## src/rtl/alu_sequencer.sv

```systemverilog
// alu_sequencer: single-cycle ALU (add/sub/and/or/slt) plus a WIDTH-cycle
// shift-add multiplier sequenced by a three-state FSM (IDLE, MUL, DONE).
// Optional feature macro: ALU_SEQ_SIGNED_MUL_EN selects a signed multiply
// (sign-magnitude around the unsigned shift-add core). When it is undefined,
// the multiply is unsigned. slt is signed in both builds.
module alu_sequencer #(
    parameter int WIDTH = 32
) (
    input  logic             clk,
    input  logic             reset_n,
    input  logic             start,
    input  logic [2:0]       ALUControl,
    input  logic [WIDTH-1:0] SrcA,
    input  logic [WIDTH-1:0] SrcB,
    output logic             busy,
    output logic             done,
    output logic [WIDTH-1:0] Result,
    output logic [WIDTH-1:0] ResultHi,
    output logic             Zero,
    output logic             err
);

    localparam int CW = $clog2(WIDTH + 1);

`ifdef ALU_SEQ_SIGNED_MUL_EN
    localparam bit SIGNED_MUL = 1'b1;
`else
    localparam bit SIGNED_MUL = 1'b0;
`endif

    localparam logic [2:0] OP_AND = 3'b000;
    localparam logic [2:0] OP_OR  = 3'b001;
    localparam logic [2:0] OP_ADD = 3'b010;
    localparam logic [2:0] OP_MUL = 3'b011;
    localparam logic [2:0] OP_SUB = 3'b110;
    localparam logic [2:0] OP_SLT = 3'b111;

    typedef enum logic [1:0] {IDLE, MUL, DONE} state_t;

    state_t             state, state_nxt;
    logic [CW-1:0]      cnt;
    logic [2*WIDTH-1:0] acc;
    logic [2*WIDTH-1:0] mcand;
    logic [WIDTH-1:0]   mplier;
    logic               neg;

    logic               accept;
    logic               is_mul;
    logic               last_step;
    logic [WIDTH-1:0]   alu_res;
    logic               alu_err;
    logic [WIDTH-1:0]   a_mag, b_mag;
    logic               a_neg, b_neg;
    logic [2*WIDTH-1:0] acc_sum;
    logic [2*WIDTH-1:0] prod;

    // A request is only taken when no multiply is iterating.
    assign accept    = start && (state != MUL);
    assign is_mul    = (ALUControl == OP_MUL);
    assign last_step = (state == MUL) && (cnt == CW'(1));

    // Operand magnitudes: the iterative core is always unsigned, so in the
    // signed build negative operands are negated here and the sign is
    // reapplied to the full product on the final step. The most negative
    // value negates to itself, which as unsigned is its correct magnitude.
    assign a_neg = SIGNED_MUL && SrcA[WIDTH-1];
    assign b_neg = SIGNED_MUL && SrcB[WIDTH-1];
    assign a_mag = a_neg ? (~SrcA + WIDTH'(1)) : SrcA;
    assign b_mag = b_neg ? (~SrcB + WIDTH'(1)) : SrcB;

    // One shift-add step; the final product includes the last step's addend.
    assign acc_sum = acc + (mplier[0] ? mcand : '0);
    assign prod    = neg ? (~acc_sum + (2*WIDTH)'(1)) : acc_sum;

    // Single-cycle operations; illegal codes produce a zero result with err.
    always_comb begin
        alu_res = '0;
        alu_err = 1'b0;
        case (ALUControl)
            OP_ADD:  alu_res = SrcA + SrcB;
            OP_SUB:  alu_res = SrcA - SrcB;
            OP_AND:  alu_res = SrcA & SrcB;
            OP_OR:   alu_res = SrcA | SrcB;
            OP_SLT:  alu_res = {{(WIDTH-1){1'b0}}, ($signed(SrcA) < $signed(SrcB))};
            OP_MUL:  alu_res = '0;
            default: alu_err = 1'b1;
        endcase
    end

    // State register.
    always_ff @(posedge clk) begin
        if (!reset_n) state <= IDLE;
        else          state <= state_nxt;
    end

    // Next-state logic. busy and done are decoded from the current state.
    always_comb begin
        state_nxt = state;
        busy      = (state == MUL);
        done      = (state == DONE);
        case (state)
            IDLE: begin
                if (accept) state_nxt = is_mul ? MUL : DONE;
            end
            MUL: begin
                if (last_step) state_nxt = DONE;
            end
            DONE: begin
                if (accept) state_nxt = is_mul ? MUL : DONE;
                else        state_nxt = IDLE;
            end
            default: state_nxt = IDLE;
        endcase
    end

    // Datapath: operand latching, iteration and result registers.
    always_ff @(posedge clk) begin
        if (!reset_n) begin
            cnt      <= '0;
            acc      <= '0;
            mcand    <= '0;
            mplier   <= '0;
            neg      <= 1'b0;
            Result   <= '0;
            ResultHi <= '0;
            Zero     <= 1'b0;
            err      <= 1'b0;
        end else if (accept) begin
            if (is_mul) begin
                mcand  <= {{WIDTH{1'b0}}, a_mag};
                mplier <= b_mag;
                neg    <= a_neg ^ b_neg;
                acc    <= '0;
                cnt    <= CW'(WIDTH);
            end else begin
                Result   <= alu_res;
                ResultHi <= '0;
                Zero     <= (alu_res == '0);
                err      <= alu_err;
            end
        end else if (state == MUL) begin
            acc    <= acc_sum;
            mcand  <= mcand << 1;
            mplier <= mplier >> 1;
            cnt    <= cnt - CW'(1);
            if (last_step) begin
                Result   <= prod[WIDTH-1:0];
                ResultHi <= prod[2*WIDTH-1:WIDTH];
                Zero     <= (prod[WIDTH-1:0] == '0);
                err      <= 1'b0;
            end
        end
    end

endmodule
```

## config.mk

```make
export PLATFORM = sky130hd
export DESIGN_NAME = alu_sequencer
export DESIGN_NICKNAME = d
export VERILOG_FILES = /design/src/rtl/alu_sequencer.sv
export SDC_FILE = /design/constraint.sdc
export NUM_CORES = 1
export LEC_CHECK = 0
export ABC_CLOCK_PERIOD_IN_PS = 13150
export CAP_MARGIN = 15
export CORE_MARGIN = 5
export CORE_UTILIZATION = 53
export CTS_CLUSTER_SIZE = 8
export DETAILED_ROUTE_END_ITERATION = 6
export GPL_ROUTABILITY_DRIVEN = 0
export PLACE_DENSITY_LB_ADDON = 0.2
export RECOVER_POWER = 50
export SLEW_MARGIN = 10
export SYNTH_ARGS = -nofsm -noshare
export SYNTH_HDL_FRONTEND = slang
export SYNTH_SLANG_ARGS = --single-unit
```

## constraint.sdc

```tcl
create_clock -name clk -period 13.15 [get_ports clk]
set_input_delay 3.2875 -clock clk [delete_from_list [all_inputs] [get_ports clk]]
set_output_delay 3.2875 -clock clk [all_outputs]
set_load 0.1 [all_outputs]
```

After elaboration in Yosys (flattened, before gate mapping):

Cells that the tools add are included.

* bitwise gates (word level): 2
* $add $sub $neg: 4
* magnitude comparators: 1
* mux-type cells: 36
* reduce and logical (&&, ||, !) cells: 12
* equal/unequal tests: 13

Operator list (number)
* $mux W64: 7
* $mux W32: 11
* $pmux W32 S5: 1
* $add A64 B64 Y64: 1
* $logic_not A32 Y1: 2
* $add A32 B32 Y32: 1
* $and A32 B32 Y32: 1
* $lt A32 B32 Y1: 1
* $or A32 B32 Y32: 1
* $sub A32 B32 Y32: 1
* $mux W6: 3
* $mux W1: 9
* $mux W2: 4
* $eq A3 B2 Y1 const B: 2
* $eq A3 B3 Y1 const B: 2
* $eq A6 B1 Y1 const B: 1
* $ne A2 B1 Y1 const B: 3
* $pmux W2 S3: 1
* $sub A6 B1 Y6 const B: 1
* $reduce_or A5 Y1: 1
* $ne A2 B2 Y1 const B: 2
* $reduce_and A2 Y1: 2
* $reduce_bool A2 Y1: 2
* $eq A3 B1 Y1 const B: 1
* 6 further kinds: 7

* bits of input ports: 70
* output and inout port bits: 68
* logic and storage cells: 77
* flip-flop bits (word level): 234

Logic depth before layout (Yosys ltp):

* depth after elaboration: 6
* mapped depth: 17
* gate-level depth less buffers: 15

Worst setup path before layout:

OpenSTA, ideal clock, no wires.

* path type: input -> register
* from: input port SrcA[0]
* to: register Zero
* cell stages on the path: 14
* library setup time: 0.069 ns
* arrival time: 6.454 ns
* buffers on the path: 0
* data required time: 13.081 ns
* path slack: 6.626 ns
* cells stage by stage: ha_1 -> fa_1 -> a21o_1 -> a221o_1 -> a21o_2 -> a211oi_4 -> o21ai_1 -> a211o_1 -> a211oi_1 -> nand4_1 -> nor4_2 -> nand4_1 -> or4_1 -> o21ai_1

* cells in the longest elaborated chain, start to end: 5
* elaborated cells on any way between the ends: 9
* those cells by class: add/sub: 2; order compare: 1; mux: 3; bitwise: 2; reduce/logical: 1

RTL lines
* start: declaration: RTL line 13 `input logic [WIDTH-1:0] SrcA,`
* $sub A32 B32 Y32, or another cell as far along: RTL line 81 `OP_SUB: alu_res = SrcA - SrcB;`
* $pmux W32 S5 *: RTL line 79 `case (ALUControl)`
* $logic_not A32 Y1 *: RTL line 138 `Zero <= (alu_res == '0);`
* $mux W1 *: RTL line 129 `if (is_mul) begin`
* $mux W1 *: RTL line 128 `end else if (accept) begin`
* end signal: assignment: RTL line 138
* end signal: assignment: RTL line 149 `Zero <= (prod[WIDTH-1:0] == '0);`
* end: declaration: RTL line 19 `output logic Zero,`

Mark *: on every way between the ends. The rest lies on a longest branch, timed or not. The select of a mux whose other input is x is not followed.
A chain may end at the register's enable or synchronous reset.

Worst setup path in the final report:

* from: input port ALUControl[2]
* to: register mplier[12]

* cells in the longest elaborated chain, start to end: 3

RTL lines
* start: declaration: RTL line 12 `input logic [2:0] ALUControl,`
* $eq A3 B2 Y1: RTL line 59 `assign is_mul = (ALUControl == OP_MUL);`
* $ne A2 B1 Y1 (no source line)
* $reduce_and A2 Y1 (no source line)
* end signal: assignment: RTL line 131 `mplier <= b_mag;`
* end signal: assignment: RTL line 144 `mplier <= mplier >> 1;`
* end: declaration: RTL line 44 `logic [WIDTH-1:0] mplier;`

No other way between the ends.

==> flow_summary.yaml <==
synthesis:
  avgSynthCellArea_um2: 7.80
  synth_top_family_by_area: "compound AO/OA/AOI/OAI gates"
  synthXorXnorAreaFrac_pct: 3.65
  synth-compound-area-share_pct: 32.1
  synth_ff_type: "dfxtp_1"
  synth_top_cell_by_area: "dfxtp_1"
  ys_seq_elements: 234
  synth_cell_types: 91
  synth_top_area_share_pct: 25.1
  synth_area_mm2: 0.0187
  synthAdderAreaFrac_pct: 12.1
  syn_nets: 2646
  synth_simple_gate_area_share_pct: 20.3
  synthArstFlopShare_pct: 0
  muxShareOfSynthArea_pct: 0.756
  yosysWarnings: 0
  synthTopCellsByArea: "dfxtp_1, ha_1, nand2_1"
  synth_common_cells: "nand2_1, dfxtp_1, ha_1, a21oi_1, clkbuf_1"
  syn_inst: 2397
  ys_seq_area_share_pct: 25.1
  synth-edff-count: 0
  yosysMostFrequentCell: "nand2_1"
power:
  clkPwrFrac_pct: 42.0
  p_int_mw: 1.39
  switching_share_pct: 31.5
  leakage_nw: 9.54
  sequentialPowerShare_pct: 36.7
  powerDensity_mw_per_mm2: 96.2
  p_sw_uw: 640
  max-vdd-ir-drop_mv: 0.0850
  p_comb_share_pct: 21.4
clock_network:
  post-cts-setup-buffer-count: 0
  cts_sinks: 234
  cts-resized-gates: 0
  postCtsHoldBufs: 0
  clk_pin_slew_ns: 0.05
  cts_buffer_depth: 3
  clk_latency_ns: 0.54
  cts_tree: "done"
  cts.htree.levels: 2
  cts_buffers: 36
  cts_root_buf: "clkbuf_16"
sta:
  hold_viol: 0
  clock_skew_ns: 0.0153
  fin_ws_ns: 3.20
  worst_pin_slew_ns: 3.24
  max_freq_mhz: 101
  setup_tns_ns: 0
  slew_headroom_pct: -116
  whs_ns: 0.461
  rsz0062_at_grt: "no"
  post-route-period-util_pct: 75.7
  period_needed_ns: 9.95
  maxSlewViolCount: 115
  finalSetupViolCount: 0
global_routing:
  antenna_found_initial: 0
  grt_pass1_vias: 17500
  grt_pass1_wl_um: 91900
  grt.total_usage_pct: 28.2
  grt_max_degree: 104
  grt_overflow: 0
critical_path:
  critPathTopFamily: "buffers and inverters"
  cp.arrival_ns: 10.43
  worstPathRequired_ns: 13.63
  crit_buf_inv: 5
  crit_type: "in -> reg"
  crit_path_start_kind: "input port"
  cpPeakStageDelay_ns: 2.29
  cpMaxStageDelayCell: "clkbuf_1"
  worstPathCellList: "dlygate4sd3_1 -> clkbuf_1 -> inv_1 -> and3_1 -> nand2_2 -> clkbuf_1 -> nand2_4 -> buf_4 -> o211ai_1 -> o211a_1"
  endpoint_kind: "flop"
  cpMostUsedCell: "clkbuf_1"
  cp_max_fo: 80
layout:
  drive_gt1_share_pct: 4.13
  multi_input_area_mm2: 0.0129
  area_delta_synth_final_pct: 12.9
  ff_latch_area_mm2: 0.00468
  n_fill_cell: 3174
  nets: 2664
  insertedDiodeCount: 0
  postLayoutCoreUtil_pct: 60.8
drt:
  post_drt_wl_per_cell_um: 19.9
  vias: 18400
  vias_per_cell: 6.41
  antenna_left: 0
  drc: 0
  drt_wl_total_um: 57100
  drt_first_pass_iters: 7
  drt-initial-drc-count: 2014
floorplanning:
  ioPinCount: 138
  die_height_um: 198
  start_util_pct: 53.8
  die_width_um: 198
  die-area_mm2: 0.0391
  core_area_mm2: 0.0347
  floorplan.rows: 68
job:
  maxCapViolations: 3
place:
  numPortBuffers: 137
  hpwl_um: 41400
  place_ws_ns: 5.37
status:
  status: "complete, but fails checks"
  violations: "capacitance limit, slew limit"
worst_hold_path:
  hp-class: "reg -> reg"
==> flip-flops by register name (all words and copies together) (netlist names), 2 cells and up <==
| register | count |
|---|---|
| state | 2 |
| acc | 64 |
| mplier | 32 |
| cnt | 6 |
| ResultHi | 32 |
| Result | 32 |
| mcand | 64 |
==> area by class of cell <==
type,instances,area share (%)
timing repair buffer,157,7.20
multi-input combinational,1875,61.2
clock inverter,6,0.403
sequential,234,22.2
clock buffer,39,4.37
tap,455,2.70
inverter,111,1.97
==> routing by layer <==
layer / track usage, % / up-vias / part of all wire [%]
met1: 37.1 / 8660 / 42
met2: 46.5 / 875 / 46
li1: - / 8722 / -
met5: 0 / - / 0
met4: 11.4 / 0 / 4.4
met3: 4.12 / 190 / 7.8
==> layout by cell type (no fill, tap or decap), types with 16 or more instances in the layout <==
master,count
nand2_1,239
dfxtp_1,234
ha_1,176
a21oi_1,159
nor2_1,125
inv_1,110
nand3_1,100
o21ai_0,89
o211ai_1,87
a21boi_0,80
and2_1,78
a21o_1,68
dlygate4sd3_1,68
clkdlybuf4s50_1,67
o211a_1,66
nor2b_1,65
a211oi_1,47
xnor2_1,47
clkbuf_16,36
nor3_1,35
xor2_1,31
nand4_1,29
a22oi_1,28
a22o_1,27
o31ai_1,19
a31oi_1,18
o21bai_1,18
nand2b_1,17
and3_1,16
buf_4,16
==> cell families (layout without fill, tap and decap cells) <==
family	after synthesis	after routing
AO/OA/AOI/OAI	832	832
XOR/XNOR	78	78
adder cells (fa/ha/maj)	179	179
buffers and inverters	288	313
flip-flops	234	234
multiplexers	14	14
AND/OR/NAND/NOR	772	772
==> power by group through the flow <==
stage | Sequential, mW | Combinational, mW | Clock [mW]
floorplan | 0.801 | 0.257 | 0
global placement | 0.758 | 0.419 | 0
detailed placement | 0.759 | 0.425 | 0
CTS | 0.745 | 0.427 | 0.868
global route | 0.746 | 0.466 | 0.897
finish | 0.745 | 0.434 | 0.852
==> path summary, 6_finish.rpt <==
check	start	to	slack, ns	depth (start not counted)
worst max-delay path	ALUControl[2]	mplier[12]	3.20	10
worst min-delay path	Result[31]	Result[31]	0.46	2
worst max register to register	state[1]	mplier[12]	7.04	10
worst min register to register	Result[31]	Result[31]	0.46	2
==> stage by stage <==
step	cells	cell area [µm²]	power, mW
final	2877	21100	2.03
after global placement	2831	20100	1.18
after CTS	2876	21100	2.04
after floorplan	2397	18700	1.06
after global routing	2877	21100	2.11
after detailed placement	2831	20100	1.18
==> tightest hold or removal path, stage by stage, from the launching register on <==
cell,delay (ns)
dfxtp_1,0.30
nand2_1,0.05
a21boi_0,0.06
No activity file was read; power rests on OpenSTA's default activity.
